`src/rtl/rx_byte_fifo_if.sv`:
```
// Bundles the receive-core handshake and the host read port of rx_byte_fifo.
// The slave modport is the buffer itself. The master modport is whatever sits
// around it: the receive core plus the host.
interface rx_byte_fifo_if #(
    parameter int DEPTH_LOG2 = 4
);
    // Receive-core side
    logic [7:0]          rxData;
    logic                rxDataReady;
    logic                rxFrameError;
    logic                rxOverrun;
    logic                ackFlags;

    // Host side
    logic                pop;
    logic                flush;
    logic                clearErrors;
    logic [7:0]          rdData;
    logic                rdFrameError;
    logic                empty;
    logic                full;
    logic [DEPTH_LOG2:0] count;
    logic                fifoOverflow;
    logic                overrunSeen;

    modport slave (
        input  rxData, rxDataReady, rxFrameError, rxOverrun,
        output ackFlags,
        input  pop, flush, clearErrors,
        output rdData, rdFrameError, empty, full, count,
        output fifoOverflow, overrunSeen
    );

    modport master (
        output rxData, rxDataReady, rxFrameError, rxOverrun,
        input  ackFlags,
        output pop, flush, clearErrors,
        input  rdData, rdFrameError, empty, full, count,
        input  fifoOverflow, overrunSeen
    );
endinterface

```
`src/rtl/rx_byte_fifo.sv`:
```
// Receive-side character buffer for the ISO7816 receive core.
// Each character the core flags (ready or frame error) is captured once into a
// show-ahead FIFO entry {frameError, data}. The FIFO then acknowledges the core
// until the core drops its flags. Sticky overflow and overrun indications are
// kept for the host.
module rx_byte_fifo #(
    parameter int DEPTH_LOG2 = 4
) (
    input  logic           clk,
    input  logic           nReset,
    rx_byte_fifo_if.slave  bus
);
    localparam int DEPTH = 1 << DEPTH_LOG2;
    localparam logic [DEPTH_LOG2:0]   FULL_COUNT = (DEPTH_LOG2 + 1)'(DEPTH);
    localparam logic [DEPTH_LOG2:0]   COUNT_ONE  = (DEPTH_LOG2 + 1)'(1);
    localparam logic [DEPTH_LOG2-1:0] PTR_ONE    = DEPTH_LOG2'(1);

    typedef enum logic {
        IDLE = 1'b0,
        ACK  = 1'b1
    } captureState_t;

    captureState_t         stateReg;
    captureState_t         stateNext;
    logic                  captureReq;

    logic [8:0]            mem [DEPTH];
    logic [DEPTH_LOG2-1:0] wrPtrReg;
    logic [DEPTH_LOG2-1:0] rdPtrReg;
    logic [DEPTH_LOG2:0]   countReg;
    logic                  fifoOverflowReg;
    logic                  overrunSeenReg;

    logic                  rxFlag;
    logic                  emptyInt;
    logic                  fullInt;
    logic                  popAccept;
    logic                  pushAccept;
    logic                  dropChar;
    logic [8:0]            wrEntry;
    logic [8:0]            headEntry;

    // Any flag raised by the core counts as a character to take.
    assign rxFlag   = bus.rxDataReady | bus.rxFrameError;

    assign emptyInt = (countReg == '0);
    assign fullInt  = (countReg == FULL_COUNT);

    // A pop on an empty FIFO is silently ignored.
    assign popAccept = bus.pop & ~emptyInt;

    // A full FIFO still accepts a character when the host frees the head
    // slot in the same cycle. Flush always discards the incoming character.
    assign pushAccept = captureReq & (~fullInt | popAccept) & ~bus.flush;
    assign dropChar   = captureReq & fullInt & ~popAccept;

    // If the core ever raises ready and error together, ready wins and the
    // entry is stored as good data.
    assign wrEntry = {bus.rxFrameError & ~bus.rxDataReady, bus.rxData};

    // Capture FSM state register; reset mid-acknowledge returns to IDLE.
    always_ff @(posedge clk or negedge nReset) begin
        if (!nReset) begin
            stateReg <= IDLE;
        end else begin
            stateReg <= stateNext;
        end
    end

    // Capture FSM next state. A character is taken only on the IDLE to ACK
    // step. Flags that re-assert during ACK are acknowledged but not stored.
    always_comb begin
        stateNext  = stateReg;
        captureReq = 1'b0;
        case (stateReg)
            IDLE: begin
                if (rxFlag) begin
                    captureReq = 1'b1;
                    stateNext  = ACK;
                end
            end
            ACK: begin
                if (!rxFlag) begin
                    stateNext = IDLE;
                end
            end
            default: stateNext = IDLE;
        endcase
    end

    // The acknowledge comes straight from the state register, so it is glitch-free.
    assign bus.ackFlags = (stateReg == ACK);

    // Entry storage. It is not reset because contents only matter while the FIFO is not empty.
    always_ff @(posedge clk) begin
        if (pushAccept) begin
            mem[wrPtrReg] <= wrEntry;
        end
    end

    // Pointers and occupancy. Flush overrides both push and pop.
    always_ff @(posedge clk or negedge nReset) begin
        if (!nReset) begin
            wrPtrReg <= '0;
            rdPtrReg <= '0;
            countReg <= '0;
        end else if (bus.flush) begin
            wrPtrReg <= '0;
            rdPtrReg <= '0;
            countReg <= '0;
        end else begin
            if (pushAccept) begin
                wrPtrReg <= wrPtrReg + PTR_ONE;
            end
            if (popAccept) begin
                rdPtrReg <= rdPtrReg + PTR_ONE;
            end
            case ({pushAccept, popAccept})
                2'b10:   countReg <= countReg + COUNT_ONE;
                2'b01:   countReg <= countReg - COUNT_ONE;
                default: countReg <= countReg;
            endcase
        end
    end

    // Sticky error flags. A set event in the same cycle beats a clear.
    always_ff @(posedge clk or negedge nReset) begin
        if (!nReset) begin
            fifoOverflowReg <= 1'b0;
            overrunSeenReg  <= 1'b0;
        end else begin
            if (dropChar) begin
                fifoOverflowReg <= 1'b1;
            end else if (bus.clearErrors) begin
                fifoOverflowReg <= 1'b0;
            end
            if (bus.rxOverrun) begin
                overrunSeenReg <= 1'b1;
            end else if (bus.clearErrors) begin
                overrunSeenReg <= 1'b0;
            end
        end
    end

    // Show-ahead read port: the head entry is always on the outputs.
    assign headEntry        = mem[rdPtrReg];
    assign bus.rdData       = headEntry[7:0];
    assign bus.rdFrameError = headEntry[8];

    assign bus.empty        = emptyInt;
    assign bus.full         = fullInt;
    assign bus.count        = countReg;
    assign bus.fifoOverflow = fifoOverflowReg;
    assign bus.overrunSeen  = overrunSeenReg;

endmodule

```
`src/flat_wrapper.sv`:
```
// flat-port wrapper written by rule: the top's interface ports become plain ports
module rx_byte_fifo_flat 
#(
    parameter int DEPTH_LOG2 = 4
)
  (clk, nReset, bus_rxData, bus_rxDataReady, bus_rxFrameError, bus_rxOverrun, bus_ackFlags, bus_pop, bus_flush, bus_clearErrors, bus_rdData, bus_rdFrameError, bus_empty, bus_full, bus_count, bus_fifoOverflow, bus_overrunSeen);
  rx_byte_fifo_if #(.DEPTH_LOG2(DEPTH_LOG2)) bus_i ();
  input  logic clk;
  input  logic nReset;
  input wire logic [$bits(bus_i.rxData)-1:0] bus_rxData;
  input wire logic [$bits(bus_i.rxDataReady)-1:0] bus_rxDataReady;
  input wire logic [$bits(bus_i.rxFrameError)-1:0] bus_rxFrameError;
  input wire logic [$bits(bus_i.rxOverrun)-1:0] bus_rxOverrun;
  output wire logic [$bits(bus_i.ackFlags)-1:0] bus_ackFlags;
  input wire logic [$bits(bus_i.pop)-1:0] bus_pop;
  input wire logic [$bits(bus_i.flush)-1:0] bus_flush;
  input wire logic [$bits(bus_i.clearErrors)-1:0] bus_clearErrors;
  output wire logic [$bits(bus_i.rdData)-1:0] bus_rdData;
  output wire logic [$bits(bus_i.rdFrameError)-1:0] bus_rdFrameError;
  output wire logic [$bits(bus_i.empty)-1:0] bus_empty;
  output wire logic [$bits(bus_i.full)-1:0] bus_full;
  output wire logic [$bits(bus_i.count)-1:0] bus_count;
  output wire logic [$bits(bus_i.fifoOverflow)-1:0] bus_fifoOverflow;
  output wire logic [$bits(bus_i.overrunSeen)-1:0] bus_overrunSeen;
  assign bus_i.rxData = bus_rxData;
  assign bus_i.rxDataReady = bus_rxDataReady;
  assign bus_i.rxFrameError = bus_rxFrameError;
  assign bus_i.rxOverrun = bus_rxOverrun;
  assign bus_ackFlags = bus_i.ackFlags;
  assign bus_i.pop = bus_pop;
  assign bus_i.flush = bus_flush;
  assign bus_i.clearErrors = bus_clearErrors;
  assign bus_rdData = bus_i.rdData;
  assign bus_rdFrameError = bus_i.rdFrameError;
  assign bus_empty = bus_i.empty;
  assign bus_full = bus_i.full;
  assign bus_count = bus_i.count;
  assign bus_fifoOverflow = bus_i.fifoOverflow;
  assign bus_overrunSeen = bus_i.overrunSeen;
  rx_byte_fifo #(.DEPTH_LOG2(DEPTH_LOG2)) u_core (.clk(clk), .nReset(nReset), .bus(bus_i));
endmodule
```
`config.mk`:
```
export PLATFORM = sky130hd
export DESIGN_NAME = rx_byte_fifo_flat
export DESIGN_NICKNAME = d
export VERILOG_FILES = /design/src/rtl/rx_byte_fifo_if.sv /design/src/rtl/rx_byte_fifo.sv /design/src/flat_wrapper.sv
export SDC_FILE = /design/constraint.sdc
export NUM_CORES = 1
export LEC_CHECK = 0
export ABC_AREA = 1
export ABC_CLOCK_PERIOD_IN_PS = 5500
export CORE_ASPECT_RATIO = 1.75
export CORE_UTILIZATION = 55
export CTS_CLUSTER_DIAMETER = 80
export DETAILED_ROUTE_END_ITERATION = 16
export PLACE_DENSITY_LB_ADDON = 0.15
export SLEW_MARGIN = 15
export SYNTH_ARGS = -nofsm -noshare
export SYNTH_HDL_FRONTEND = slang
export SYNTH_SLANG_ARGS = --single-unit
```
`constraint.sdc`:
```
create_clock -name clk -period 5.5 [get_ports clk]
set_clock_uncertainty 0.15 [all_clocks]
set_input_delay 1.1 -clock clk [delete_from_list [all_inputs] [get_ports clk]]
set_output_delay 1.1 -clock clk [all_outputs]
set_load 0.02 [all_outputs]
```
==> results of run 1 <==
-- metrics by stage --
stage / instance area [µm²] / worst slack (ns) / total power [mW] / std cells
2_1_floorplan: 6820 / 2.69 / 2.01 / 567
3_3_place_gp: 7300 / 1.61 / 2.24 / 751
3_5_place_dp: 7300 / 1.57 / 2.26 / 751
4_1_cts: 7850 / 1.22 / 3.34 / 783
5_1_grt: 7850 / 1.03 / 3.47 / 783
6_report: 7850 / 1.22 / 3.32 / 783
-- how the worst max path moves through the flow --
stage	slack [ns]	end	cells past startpoint	startpoint
after floorplan	2.69	u_core.mem[13][0]	5	bus_rxFrameError
after global placement	1.61	u_core.mem[8][1]	6	bus_flush
after detailed placement	1.57	u_core.mem[8][0]	6	bus_flush
after CTS	1.22	bus_rdData[6]	6	u_core.rdPtrReg[0]
after global routing	1.03	bus_rdData[5]	6	u_core.rdPtrReg[1]
final	1.22	bus_rdData[6]	6	u_core.rdPtrReg[0]
-- cell families (layout without fill, tap and decap cells) --
| group | count (synthesis) | count (layout) | synth area share, % |
|---|---|---|---|
| compound gates | 135 | 135 | 11.9 |
| xor+xnor | 2 | 2 | 0.257 |
| fa+ha+maj | 9 | 9 | 1.76 |
| buf+inv | 58 | 109 | 4.29 |
| flops | 160 | 160 | 69.3 |
| simple gates | 203 | 203 | 12.5 |
-- per-layer routing --
layer | global-route usage (%) | vias up | part of all wire [%]
li1 | - | 2099 | -
met5 | 0 | - | 0
met4 | 11.3 | 0 | 2.3
met2 | 45.1 | 151 | 55
met3 | 4.26 | 23 | 4.6
met1 | 29.5 | 2169 | 38
-- area by class of cell --
cell class | instances | area (µm²)
clock inverters | 13 | 116
clock buffers | 19 | 433
inverters | 28 | 110
repair buffers | 49 | 453
multi-input cells | 349 | 1800
fillers | 946 | 4220
flip-flops and latches | 160 | 4730
well taps | 165 | 206
-- placed cells by master, fill, tap and decap left out, drive strengths merged --
cell type,n
edfxtp,144
nor2,125
o21ai,90
nand2,45
o211ai,36
clkdlybuf4s50,34
inv,29
clkbuf,19
nand3,16
dfrtp,16
buf,15
nor3,14
ha,8
a21oi,7
clkinv,6
clkinvlp,5
xnor2,2
nand4,2
o21a,1
o21bai,1
nand3b,1
fa,1
bufinv,1
-- cell usage after synthesis (6+ instances only) --
library cell,count
sky130_fd_sc_hd__edfxtp_1,144
sky130_fd_sc_hd__nor2_1,120
sky130_fd_sc_hd__o21ai_0,63
sky130_fd_sc_hd__nand2_1,42
sky130_fd_sc_hd__o211ai_1,31
sky130_fd_sc_hd__o21ai_1,27
sky130_fd_sc_hd__inv_1,23
sky130_fd_sc_hd__dfrtp_1,16
sky130_fd_sc_hd__nand3_1,14
sky130_fd_sc_hd__nor3_1,14
sky130_fd_sc_hd__buf_2,11
sky130_fd_sc_hd__ha_1,8
sky130_fd_sc_hd__clkbuf_1,7
sky130_fd_sc_hd__buf_6,6
-- tightest hold or removal path: stages (launching register included) --
cell                      delay, ns
sky130_fd_sc_hd__dfrtp_1       0.37
sky130_fd_sc_hd__inv_1         0.05
sky130_fd_sc_hd__o21ai_0       0.07
-- flip-flops by register name, indices dropped and copies added, names as in the netlist --
| signal | cells |
|---|---|
| u_core.wrPtrReg | 4 |
| u_core.bus.count | 5 |
| u_core.bus.fifoOverflow | 1 |
| u_core.bus.ackFlags | 1 |
| u_core.mem | 144 |
| u_core.bus.overrunSeen | 1 |
| u_core.rdPtrReg | 4 |
-- power by group --
group | switching [mW] | internal [mW] | leakage [nW] | total (mW)
sequential | 0.0815 | 1.35 | 1.51 | 1.43
combinational | 0.509 | 0.300 | 0.929 | 0.808
clock | 0.465 | 0.621 | 0.253 | 1.09
==> metrics.log, run 1 <==
INFO  metric fp.dieH = 149 µm
INFO  metric critical_path.max_stage_delay = slightly below 0.8 ns
INFO  metric die_width = around 86 µm
INFO  metric num_rows = 53
INFO  metric synth_top_area_share = about 63%
INFO  metric syn-mean-instance-area = 12.0 µm²
INFO  metric post-route-util = around two thirds
INFO  metric outcome = finished, final reports clean
INFO  metric min_from = u_core.bus.fifoOverflow
INFO  metric timing_worst_setup_path_type = reg -> out
INFO  metric setup.worst_path.end_class = output port
INFO  metric cp-start-kind = register
INFO  metric post_synth_instance_area = just under 0.007 mm²
INFO  metric via_count = roughly 4400
INFO  metric timing.critical_path.required = around 4.3 ns
INFO  metric drt.antenna.violating_nets = 0
INFO  metric area.growth.synth_to_final = 15.1%
INFO  metric buffers_from_clock_root_to_sink_at_most = 2
INFO  metric clock-root-buffer = sky130_fd_sc_hd__clkbuf_16
INFO  metric pwr_density_cell = about 420 mW/mm²
INFO  metric n_antenna_cell = 0
INFO  metric whs_path_depth = 2
INFO  metric synth_seq_area_share = approximately 69%
INFO  metric num-nets-final = 630
INFO  metric cp_arrival = 3.03 ns
INFO  metric cp_num_buf_inv = 2
INFO  metric report.final.hold_viol_count = 0
INFO  metric finalCritPeriodShare = between 70 and 80%
INFO  metric hold_ws = ~0.38 ns
INFO  metric gpl.final_weighted_congestion = about 0.9
INFO  metric h-tree-depth = 4
INFO  metric cts_sinks = 160
INFO  metric dp.final_hpwl = between 9 and 10 mm
INFO  metric floorplan.initialDensity = between 50 and 60%
INFO  metric ff2ff_path_depth = 14
INFO  metric min_path_type = reg -> reg
INFO  metric synth_top_area_cell = sky130_fd_sc_hd__edfxtp_1
INFO  metric synth_top_cells_by_area = sky130_fd_sc_hd__edfxtp_1 63%, sky130_fd_sc_hd__nor2_1 6.6%, sky130_fd_sc_hd__dfrtp_1 5.9%
INFO  metric holdPathEnd = u_core.bus.fifoOverflow
INFO  metric worst-r2r-setup-slack = just under 3 ns
INFO  metric drt_iter0_drc = roughly 320
INFO  metric worst_reg2reg_path_endpoint = u_core.bus.count[4]
INFO  metric max_freq = between 200 and 250 MHz
INFO  metric total_leakage_power = about 2.7 nW
INFO  metric globalRoute.totalOverflow = 0
INFO  metric drt_drc_violations_left = 0
INFO  metric postSynth.topFlopCell = sky130_fd_sc_hd__edfxtp_1
INFO  metric yosys_warnings = 0
INFO  metric grt_pass1_vias = roughly 4500
INFO  metric setup_repair_after_global_routing_missed_its_margin = false
INFO  metric route.detailed.wl_per_inst = 19.2 µm
INFO  metric grt_start_max_net_pins = 74
INFO  metric setup_bufs_post_cts = 0
INFO  metric timing.critical_path.cells = buf_4, o21ai_0, o21ai_1, o211ai_2, nand2_1, clkdlybuf4s50_1
INFO  metric drive_gt1_share = 11.2%
INFO  metric max-vdd-ir-drop = 0.000284 V
INFO  metric cts_tree = done
INFO  metric io_pins = 35
INFO  metric resized_after_cts = 0
INFO  metric detail_route.vias_per_cell = between 5 and 6
INFO  metric grt_antenna_before_repair = 0
INFO  metric detailedRoute.firstPassIterationCount = 5
INFO  metric synth_edf_count = roughly 140
INFO  metric crit-reg2reg-launch = u_core.bus.count[1]
INFO  metric grt_first_pass_wirelength = ~23 mm
INFO  metric postSynthCellCount = 567
INFO  metric timing.critical_path.max_delay_family = buffers and inverters
INFO  metric fin_crit = ~4.3 ns
INFO  metric cts_inserted_buffers = 17
INFO  metric hold_buffers = 0
INFO  metric yosys_register_bits = 160
INFO  metric distinct_cell_type_count_after_synthesis = 35
INFO  metric post_synthesis_net_count = slightly below 600
INFO  metric setup-tns-final = 0 ns
INFO  metric max_cap_viol_count = 0
INFO  metric coreArea = about 0.012 mm²
INFO  metric cts.clk_slew.worst_paths = 0.06 ns
INFO  metric max-slew-margin-rel = around 30%
INFO  metric finalWirelength = roughly 15 mm
INFO  metric tightest_slew = 1.05 ns
INFO  metric global_route.usage.total = 25.3%
INFO  metric worst_skew_pair.late_latency = roughly 0.43 ns
INFO  metric critPathMaxFanout = 39
INFO  metric maxSlewViolCount = 0
INFO  metric total_die_area = roughly 0.013 mm²
INFO  metric worst_path_max_delay_cell = sky130_fd_sc_hd__dfrtp_2
INFO  metric async_flop_share = between 10% and 20%
INFO  metric setup_violators_final = 0
INFO  metric place.port_buffers = 34
No activity file was read; power rests on OpenSTA's default activity.
==> inputs of run 2 (changes only) <==
ABC_CLOCK_PERIOD_IN_PS = 4300   (was 5500)
clock period = 4.3 ns   (was 5.5 ns; I/O delays follow)
==> run 2 against run 1 <==
Routed wire length shrank 0.93%. Clock-buffer cell count shrank 2. Utilization grew 0.57 points. Non-clock buffer count grew 3. Cell area grew 0.88%. Largest cell class unchanged.
==> metrics.log, run 2 (synthesized netlist as in run 1, its figures left out) <==
INFO  metric outcome = finished, final reports clean
INFO  metric combinationalPowerShare = 24.6% (+0.3 points)
INFO  metric timing.critical_path.required = 3.29 ns (-0.96 ns)
INFO  metric fin_crit = 3.98 ns
INFO  metric n_antenna_cell = 0 (unchanged)
INFO  metric worst-r2r-setup-slack = 1.82 ns (-1.16 ns)
INFO  metric resized_after_cts = 0 (unchanged)
INFO  metric h-tree-depth = 4 (unchanged)
INFO  metric largest_register_ff_count = 144 (unchanged)
INFO  metric via_count = 4455 (+0.29%)
INFO  metric drive_gt1_share = 11.8% (+0.59 points)
INFO  metric max-slew-margin-rel = 24.0% (-5.9 points)
INFO  metric n_fill_cell = 950 (+0.42%)
INFO  metric holdPathEnd = u_core.bus.overrunSeen
INFO  metric die_width = 86.2 µm (unchanged)
INFO  metric cellInternalPower = 2.97 mW (+31%)
INFO  metric detailedRoute.firstPassIterationCount = 5 (unchanged)
INFO  metric min_from = u_core.bus.overrunSeen
INFO  metric power_frac_clock = 33.9% (+1.2 points)
INFO  metric cts.clk_slew.worst_paths = 0.06 ns (about the same)
INFO  metric cts_sinks = 160 (unchanged)
INFO  metric drt_iter0_drc = 368 (+14%)
INFO  metric drt_drc_violations_left = 0 (unchanged)
INFO  metric detailed_place.area = 0.00733 mm² (+0.48%)
INFO  metric hold_buffers = 0 (unchanged)
INFO  metric finalCritPeriodShare = 92.7%
INFO  metric max-vdd-ir-drop = 0.000443 V (+56%)
INFO  metric finalWirelength = 14.9 mm (-0.93%)
INFO  metric layout_commonest_cell = sky130_fd_sc_hd__edfxtp_1
INFO  metric cts_inserted_buffers = 17 (unchanged)
INFO  metric grt_pass1_vias = 4602 (+2.2%)
INFO  metric setup_bufs_post_cts = 0 (unchanged)
INFO  metric route.detailed.wl_per_inst = 18.9 µm (-1.3%)
INFO  metric timing_worst_setup_path_type = reg -> out
INFO  metric num-nets-final = 633 (+0.48%)
INFO  metric global_route.usage.total = 25.0% (-0.26 points)
INFO  metric gpl.final_weighted_congestion = 0.842 (-3.7%)
INFO  metric cts_tree = done
INFO  metric min_path_type = reg -> reg
INFO  metric num_rows = 53 (unchanged)
INFO  metric worst_reg2reg_path_endpoint = u_core.bus.count[4]
INFO  metric cp_arrival = 2.97 ns (-0.06 ns)
INFO  metric total_die_area = 0.0129 mm² (unchanged)
INFO  metric cp-start-kind = register
INFO  metric crit-reg2reg-launch = u_core.bus.count[1]
INFO  metric worst_skew_pair.late_latency = 0.42 ns (about the same)
INFO  metric layout_common_cells = 144 x sky130_fd_sc_hd__edfxtp_1, 120 x sky130_fd_sc_hd__nor2_1, 63 x sky130_fd_sc_hd__o21ai_0
INFO  metric globalRoute.totalOverflow = 0 (unchanged)
INFO  metric sw_power = 1.37 mW (+30%)
INFO  metric clock-root-buffer = sky130_fd_sc_hd__clkbuf_16
INFO  metric pwr_density_cell = 548 mW/mm² (+29%)
INFO  metric report.final.hold_viol_count = 0 (unchanged)
INFO  metric floorplan.initialDensity = 56.5% (unchanged)
INFO  metric grt_antenna_before_repair = 0 (unchanged)
INFO  metric io_pins = 35 (unchanged)
INFO  metric dp.final_hpwl = 9.33 mm (-0.28%)
INFO  metric coreArea = 0.0121 mm² (unchanged)
INFO  metric layout.cell_area.non_filler = 0.00792 mm² (+0.88%)
INFO  metric max_freq = ~250 MHz
INFO  metric setup_violators_final = 0 (unchanged)
INFO  metric fp.dieH = 149 µm (unchanged)
INFO  metric tightest_slew = 1.14 ns (+0.0883 ns)
INFO  metric ff2ff_path_depth = 14 (unchanged)
INFO  metric regMostFlops = u_core.mem
INFO  metric max_cap_viol_count = 0 (unchanged)
INFO  metric place.port_buffers = 34 (unchanged)
INFO  metric setup_repair_after_global_routing_missed_its_margin = false
INFO  metric setup-tns-final = 0 ns (unchanged)
INFO  metric seqPwrFrac = 41.4% (-1.6 points)
INFO  metric critPathMaxFanout = 73 (+87%)
INFO  metric drt.antenna.violating_nets = 0 (unchanged)
INFO  metric setup.worst_path.end_class = output port
INFO  metric area.growth.synth_to_final = 16.1%
INFO  metric final.setup.worst_slack = 0.316 ns (-0.905 ns)
INFO  metric whs_path_depth = 2 (unchanged)
INFO  metric total_leakage_power = 2.73 nW (+1.7%)
INFO  metric grt_first_pass_wirelength = 23.5 mm (+0.32%)
INFO  metric grt_start_max_net_pins = 74 (unchanged)
INFO  metric dp_slack = 0.770 ns (-0.800 ns)
INFO  metric maxSlewViolCount = 0 (unchanged)
INFO  metric detail_route.vias_per_cell = 5.67 (about the same)
INFO  metric share_of_total_power_consumed_by_net_switching = 31.5% (-0.22 points)
INFO  metric buffers_from_clock_root_to_sink_at_most = 2 (unchanged)
## run 2: cell count changes in the layout (fill, tap and decap cells not counted), sizes merged
cell | previous run | this run
inv | 29 | 33
clkinvlp | 5 | 2
bufinv | 1 | 2
buf | 15 | 18
clkbuf | 19 | 17
## run 2: power by group through the flow
stage,sequential [mW],clock [mW],combinational (mW)
global placement,1.83,0,1.05
CTS,1.80,1.48,1.08
floorplan,1.80,0,0.770
finish,1.80,1.47,1.07
detailed placement,1.83,0,1.07
global route,1.81,1.54,1.18
## run 2: worst max path at each step
stage	from	endpoint	cells after the start
floorplan	bus_rxFrameError	u_core.mem[13][0]	5
global placement	bus_flush	u_core.mem[4][3]	6
detailed placement	bus_flush	u_core.mem[4][0]	6
CTS	u_core.rdPtrReg[0]	bus_rdData[5]	8
global route	u_core.rdPtrReg[0]	bus_rdData[5]	8
finish	u_core.rdPtrReg[0]	bus_rdData[5]	8
## run 2: routing by layer
layer | up-vias | global-route usage (%) | wire (µm)
met5 | - | 0 | 0
met4 | 0 | 11.4 | 493
met3 | 36 | 5.15 | 636
met2 | 151 | 43.7 | 7980
met1 | 2155 | 29.3 | 5740
li1 | 2113 | - | -
## run 2: cell type report
class / count / area, µm² / share of cell area [%]
multi-input cells: 349 / 1800 / 22.8
clock inverters: 15 / 158 / 1.99
flip-flops and latches: 160 / 4730 / 59.7
inverters: 28 / 110 / 1.39
repair buffers: 52 / 488 / 6.16
clock buffers: 17 / 425 / 5.37
well taps: 165 / 206 / 2.61
## run 2: worst max-delay path, cell delays in order, from the launching register on
cell and delay, ns:
sky130_fd_sc_hd__dfrtp_2 0.61, sky130_fd_sc_hd__inv_6 0.49, sky130_fd_sc_hd__nor2_1 0.09, sky130_fd_sc_hd__nor2_1 0.09, sky130_fd_sc_hd__o21ai_0 0.18, sky130_fd_sc_hd__o211ai_1 0.16, sky130_fd_sc_hd__nand3_1 0.13, sky130_fd_sc_hd__nand2_1 0.12
sky130_fd_sc_hd__clkdlybuf4s50_1 0.61
## run 2: through the flow
step,total power [mW],std cells,util (%),hold slack [ns]
floorplan,2.58,567,-,0.414
global placement,2.88,754,60.8,0.359
detailed placement,2.90,754,60.8,0.380
CTS,4.36,786,65.6,0.386
global route,4.53,786,65.6,0.415
finish,4.34,786,65.6,0.382
